### config.mk
export PLATFORM = sky130hd
export DESIGN_NAME = sound_scheduler
export DESIGN_NICKNAME = d
export VERILOG_FILES = /design/src/rtl/sound_scheduler.sv
export SDC_FILE = /design/constraint.sdc
export NUM_CORES = 1
export LEC_CHECK = 0
export ABC_AREA = 0
export BUFFER_PORTS_ARGS = -buffer_cell sky130_fd_sc_hd__buf_4
export CAP_MARGIN = 10
export CORE_UTILIZATION = 35
export CTS_CLUSTER_SIZE = 20
export DETAILED_ROUTE_END_ITERATION = 10
export GPL_ROUTABILITY_DRIVEN = 1
export PLACE_DENSITY = 0.64
export SLEW_MARGIN = 5
export SYNTH_ARGS = -nofsm -noshare
export SYNTH_HDL_FRONTEND = slang
export SYNTH_SLANG_ARGS = --single-unit
### constraint.sdc
create_clock -name clk_i -period 5 [get_ports clk_i]
set_input_delay 0.5 -clock clk_i [delete_from_list [all_inputs] [get_ports clk_i]]
set_output_delay 0.5 -clock clk_i [all_outputs]
set_load 0.01 [all_outputs]
### src/rtl/sound_scheduler.sv
// sound_scheduler: shares the note_gen audio path between BGM and one-shot SFX, owns volume/mute.
// Optional: SOUND_SCHED_PREEMPT_EN lets a higher-priority request abort a playing effect on a tick.
// Ports: clk_i, rst_i (sync, active-high); sfx_req_i (one pulse bit per effect id);
//   vol_up_i/vol_down_i (one-pulse), mute_i (level); bgm_div_l_i/bgm_div_r_i (BGM dividers);
//   note_div_l_o/note_div_r_o (to note_gen), volume_o (0 muted, else 1..5),
//   sfx_busy_o (effect playing), sfx_id_o (granted effect id).
module sound_scheduler #(
  parameter int DIV_W       = 22,
  parameter int NUM_REQ     = 4,
  parameter int TICK_CYCLES = 12_500_000,
  parameter int SFX_TICKS   = 4
) (
  input  logic               clk_i,
  input  logic               rst_i,
  input  logic [NUM_REQ-1:0] sfx_req_i,
  input  logic               vol_up_i,
  input  logic               vol_down_i,
  input  logic               mute_i,
  input  logic [DIV_W-1:0]   bgm_div_l_i,
  input  logic [DIV_W-1:0]   bgm_div_r_i,
  output logic [DIV_W-1:0]   note_div_l_o,
  output logic [DIV_W-1:0]   note_div_r_o,
  output logic [2:0]         volume_o,
  output logic               sfx_busy_o,
  output logic [1:0]         sfx_id_o
);

  localparam int CNT_W = (TICK_CYCLES > 1) ? $clog2(TICK_CYCLES) : 1;
  localparam int DUR_W = $clog2(SFX_TICKS + 1);

  typedef enum logic [1:0] {
    IDLE,
    PLAY,
    GAP
  } state_e;

  state_e             state_q, state_d;
  logic [NUM_REQ-1:0] pend_q, pend_d, grant_mask;
  logic [CNT_W-1:0]   cnt_q, cnt_d;
  logic [DUR_W-1:0]   dur_q, dur_d;
  logic [1:0]         id_q, id_d;
  logic [2:0]         vol_q, vol_d;
  logic               tick;
  logic               found;
  logic [1:0]         low_id;
  logic               preempt;
  logic [DIV_W-1:0]   sfx_div;

  // Lowest set pending index wins (index 0 is highest priority).
  always_comb begin
    found  = 1'b0;
    low_id = 2'd0;
    for (int i = NUM_REQ - 1; i >= 0; i--) begin
      if (pend_q[i]) begin
        found  = 1'b1;
        low_id = 2'(i);
      end
    end
  end

  assign tick = (state_q != IDLE) &&
                (cnt_q == CNT_W'(TICK_CYCLES - 1));

`ifdef SOUND_SCHED_PREEMPT_EN
  assign preempt = found && (low_id < id_q);
`else
  assign preempt = 1'b0;
`endif

  always_comb begin
    state_d    = state_q;
    cnt_d      = cnt_q;
    dur_d      = dur_q;
    id_d       = id_q;
    grant_mask = '0;
    unique case (state_q)
      IDLE: begin
        if (found) begin
          grant_mask = NUM_REQ'(1) << low_id;
          id_d       = low_id;
          dur_d      = DUR_W'(SFX_TICKS);
          cnt_d      = '0;
          state_d    = PLAY;
        end
      end
      PLAY: begin
        cnt_d = tick ? '0 : cnt_q + 1'b1;
        if (tick) begin
          if (preempt) begin
            // Aborted effect is simply dropped, not re-queued.
            grant_mask = NUM_REQ'(1) << low_id;
            id_d       = low_id;
            dur_d      = DUR_W'(SFX_TICKS);
          end else if (dur_q == DUR_W'(1)) begin
            state_d = GAP;
          end else begin
            dur_d = dur_q - 1'b1;
          end
        end
      end
      GAP: begin
        cnt_d = tick ? '0 : cnt_q + 1'b1;
        if (tick) state_d = IDLE;
      end
      default: state_d = IDLE;
    endcase
  end

  // A same-cycle re-request of the granted id survives the clear.
  assign pend_d = (pend_q & ~grant_mask) | sfx_req_i;

  always_comb begin
    vol_d = vol_q;
    if (!mute_i) begin
      if (vol_up_i && !vol_down_i && vol_q < 3'd5)
        vol_d = vol_q + 3'd1;
      else if (vol_down_i && !vol_up_i && vol_q > 3'd1)
        vol_d = vol_q - 3'd1;
    end
  end

  always_ff @(posedge clk_i) begin
    if (rst_i) begin
      state_q <= IDLE;
      pend_q  <= '0;
      cnt_q   <= '0;
      dur_q   <= '0;
      id_q    <= 2'd0;
      vol_q   <= 3'd3;
    end else begin
      state_q <= state_d;
      pend_q  <= pend_d;
      cnt_q   <= cnt_d;
      dur_q   <= dur_d;
      id_q    <= id_d;
      vol_q   <= vol_d;
    end
  end

  always_comb begin
    unique case (id_q)
      2'd0:    sfx_div = DIV_W'(95_556);
      2'd1:    sfx_div = DIV_W'(127_551);
      2'd2:    sfx_div = DIV_W'(151_515);
      default: sfx_div = DIV_W'(191_113);
    endcase
  end

  assign sfx_busy_o   = (state_q == PLAY);
  assign sfx_id_o     = id_q;
  assign note_div_l_o = sfx_busy_o ? sfx_div : bgm_div_l_i;
  assign note_div_r_o = sfx_busy_o ? sfx_div : bgm_div_r_i;
  assign volume_o     = mute_i ? 3'd0 : vol_q;

endmodule
; ---- Word level (Yosys, flattened, before mapping)
; Index checks and enable logic that the tools add are counted.
[classes]
n_mux = 28
n_reduce_logical = 19
add_sub_neg = 4
n_shift = 1
bitwise_logic = 4
n_eq_ne = 11
order_cmp = 2
[op_table]
columns = op, count
row1 = $pmux 18 s3, 1
row2 = $mux 24, 2
row3 = $pmux 24 s2, 1
row4 = $mux 22, 2
row5 = $add 24x1->24 const B, 1
row6 = $eq 24x24->1 const B, 1
row7 = $mux 3, 6
row8 = $mux 2, 8
row9 = $mux 4, 2
row10 = $reduce_and 4->1, 2
row11 = $reduce_bool 2->1, 4
row12 = $ne 2x2->1 const B, 3
row13 = $pmux 2 s3, 1
row14 = $pmux 3 s2, 1
row15 = $reduce_and 2->1, 3
row16 = $sub 3x1->3 const B, 2
row17 = $logic_and 1x1->1, 5
row18 = $and 4x4->4, 1
row19 = $eq 2x1->1 const B, 2
row20 = $eq 2x2->1 const B, 2
row21 = $logic_not 2->1, 2
row22 = $mux 1, 4
row23 = $ne 2x1->1 const B, 2
row24 = $not 4->4, 1
row25 = other kinds (9), 10
[totals]
wordCells = 75
output_inout_bits = 50
input_bits = 53
ff_bits = 38

; ---- Depth between registers and ports, before layout
[logic_depth]
ltp_word = 10
mapped_depth = 10
ltp_nobuf = 8

; ---- Least setup slack after synthesis
; OpenSTA, ideal clock, no wires.
[synth_path]
kind = register to output
startpoint = register state_q[1]
endpoint = output note_div_l_o[11]
required_time_ns = 4.500
path_stages_with_launch = 8
arrival_time_ns = 1.593
path_buffers = 3
setup_slack_ns = 2.907
cell_sequence = dfxtp_1 -> inv_1 -> ha_1 -> buf_2 -> buf_1 -> clkbuf_1 -> nor2_1 -> nor2_1
[synth_via]
elab_chain_len = 2
[synth_rtl]
columns = item, line
row1 = "start, declared", 37  ; state_e state_q, state_d;
row2 = "start signal, assigned", 131  ; state_q <= state_d;
row3 = $eq 2x1->1, 149  ; assign sfx_busy_o = (state_q == PLAY);
row4 = via sfx_busy_o, 24  ; output logic sfx_busy_o,
row5 = $mux 22, 151  ; assign note_div_l_o = sfx_busy_o ? sfx_div : bgm_div_l_i;
row6 = "end, declared", 21  ; output logic [DIV_W-1:0] note_div_l_o,
; The timed path passes the listed nets, and every way through them passes these cells.

; ---- Final worst setup path
[layout_path]
startpoint = register state_q[1]
endpoint = output note_div_r_o[11]
[layout_via]
elab_chain_len = 2
[layout_rtl]
columns = item, line
row1 = $eq 2x1->1, 149
row2 = $mux 22, 152  ; assign note_div_r_o = sfx_busy_o ? sfx_div : bgm_div_r_i;
row3 = "end, declared", 22  ; output logic [DIV_W-1:0] note_div_r_o,
; Every way passes these cells.

==> summary.txt <==
Status = finished, final reports clean
Clock buffer depth = 2
Yosys cell types = 56
Area Growth Syn to Fin = 35.26%
Post-synthesis register bit count = 38
EDFF count, synth = 0
Commonest non-fill, non-tap cell in the layout = buf_4
TritonCTS Buffers = 5
DRT iter0 DRCs = 75
Synth warn = 0
Share of cells above drive strength 1 = 28.93%
Critical Path Sink Type = output port
Vias in the first global route = 2253
Arrival @ worst endpoint = 2.52 ns
HP Class = input port to flop
All-layer global routing usage = 16.83%
Core area = 7214 um2
Pwr Density = 386.6 nW/um2
Fin cells = 538
CTS root buf = clkbuf_8
DP Wirelength = 5.102 mm
Compound-Gate Fraction of Synth Area = 17.99%
Ports = 103
Synth Flop Type = dfxtp_1
Max frequency = 0.3317 GHz
Net count after synthesis = 409
Fin. max-slew vios = 0
Crit Path Category = flop to output port
Gr ovfl total = 0
Wire length per cell = 12.17 um
Largest family of logic cells by synthesized area = simple AND/OR/NAND/NOR gates
Vias/cell = 4.823
Routability cong. = 0.7742
Synth Area in Simple Gates = 28.57%
Final hold slack = 0.4085 ns
First-pass GRT wire length = 10.30 mm
# hold bufs at CTS = 0
Startpoint Class = flop
Worst-Skew Late Latency = 0.29 ns
Post-synthesis adder-cell area fraction = 7.215%
Setup violations, final = 0
Max-Cap Viols = 0
Register area share after synthesis = 29.24%
Synth async-reset ratio = 0%
Synth Cell Area = 2601 um2
CTS tree = done
Diode count = 0
Final Hold Viols = 0
Max_slew headroom = 44.59%
Clock tree sinks = 38
P_leak = 0.001603 uW
Max Clock Skew = 0.003003 ns
Total routed wirelength = 6.548 mm
Placed Cells = 530
Initial antenna violation count = 0
CTS clock-pin slew for the worst setup and hold paths = 0.07 ns
Commonest non-fill, non-tap cells in the layout = 103 x buf_4, 45 x inv_1, 41 x nor2_1
CP required = 4.50 ns
Peak VDD IR = 139.2 uV
Post_cts resized = 0
Setup_tns = 0 ns
CP Max Fanout = 29
Placement row count = 31
Final period util = 60.30%
DIE AREA = 7781 um2
Mean area per synthesized cell = 7.628 um2
Post-synthesis mux area share = 1.539%
Largest net degree at the start of global routing = 30
RSZ-0062 raised after global routing = no
Minimum clock period = 3.015 ns
Via count = 2595
Post-route DRC = 0
Initial core utilization = 36.06%
CTS H-tree lvls = 2
Worst-Margin Slew = 0.8311 ns
ANT nets after route = 0
Post-Syn Instances = 341
First-pass DRT Iterations = 4
Die Y = 88.21 um
Post-synthesis xor/xnor area fraction = 6.061%
# Post-CTS Setup Buffers = 0
Nets = 506
# port buffers = 102
Die Wd = 88.21 um
worst max-delay path, stage by stage, from the launching register on:
cell and delay [ns]:
dfxtp_1 0.33, inv_1 0.08, ha_1 0.70, buf_4 0.39
nand2b_1 0.13, nor2_1 0.34, nor2_1 0.10, buf_4 0.16
registers in the layout (all words and copies together) (netlist names):
signal and flops:
cnt_q 24, pend_q 4, sfx_id_o 2, state_q 2, vol_q 3, dur_q 3
path summary, 6_finish.rpt:
path | depth (start not counted) | endpoint | from | slack [ns]
worst max-delay path | 7 | note_div_r_o[11] | state_q[1] | 1.98
worst min-delay path | 3 | pend_q[2] | sfx_req_i[2] | 0.41
worst max register to register | 7 | cnt_q[22] | state_q[1] | 2.55
worst min register to register | 1 | dur_q[0] | dur_q[0] | 0.47
synth_stat cells, types with 3 or more instances:
| cell | n | share of area, % |
|---|---|---|
| clkbuf_1 | 6 | 0.87 |
| o21ai_0 | 40 | 7.7 |
| ha_1 | 15 | 7.2 |
| dfxtp_1 | 38 | 29 |
| nand2_1 | 19 | 2.7 |
| or2_2 | 3 | 0.72 |
| o21a_1 | 3 | 0.87 |
| nand3b_1 | 3 | 0.87 |
| and4_1 | 3 | 1.0 |
| buf_2 | 3 | 0.58 |
| nor2b_1 | 11 | 2.6 |
| a21oi_1 | 15 | 2.9 |
| xor2_1 | 13 | 4.4 |
| nand4_1 | 9 | 2.2 |
| nor2_1 | 41 | 5.9 |
| mux2i_1 | 4 | 1.5 |
| nand3_1 | 9 | 1.7 |
| and3_1 | 3 | 0.72 |
| xnor2_1 | 5 | 1.7 |
| inv_1 | 45 | 6.5 |
| nand2b_1 | 5 | 1.2 |
| nor3_1 | 6 | 1.2 |
per-stage QoR:
stage          instance area, um2  setup WS (ns)  total power, uW  util (%)
2_1_floorplan                2601          2.907            820.4         -
3_3_place_gp                 3427          2.356             1150     47.50
3_5_place_dp                 3427          2.260             1159     47.50
4_1_cts                      3518          1.933             1380     48.77
5_1_grt                      3518          1.672             1473     48.77
6_report                     3518          1.985             1360     48.77
report_power, final:
part | internal (uW) | total, uW | switching [uW]
Clock | 111 | 216 | 105
Combinational | 367 | 797 | 430
Sequential | 325 | 347 | 22.0
Total | 803 | 1360 | 557
cell type report:
type / instances / area [um2]
Clock buffer: 7 / 86.33
Multi-Input combinational cell: 244 / 1597
Tap cell: 99 / 123.9
Fill cell: 719 / 3696
Clock inverter: 1 / 5.005
Sequential cell: 38 / 760.7
Inverter: 46 / 172.7
Timing Repair Buffer: 103 / 773.2
kinds of logic (layout without fill, tap and decap cells):
kind of cell,Yosys count,in the layout
buffers and inverters,59,157
xor gates and xnor gates,18,18
muxes,4,4
DFF,38,38
AOI/OAI and AO/OA,76,76
and+or+nand+nor,131,131
adders and majority gates,15,15
routing by layer:
layer	part of all wire, %	up-vias	global-route usage, %
met4	2.2	0	6.598
met2	49	81	30.14
met3	6.5	13	3.545
met5	0	-	0
li1	-	1340	-
met1	43	1161	19.57
(Power assumes the default switching activity.)
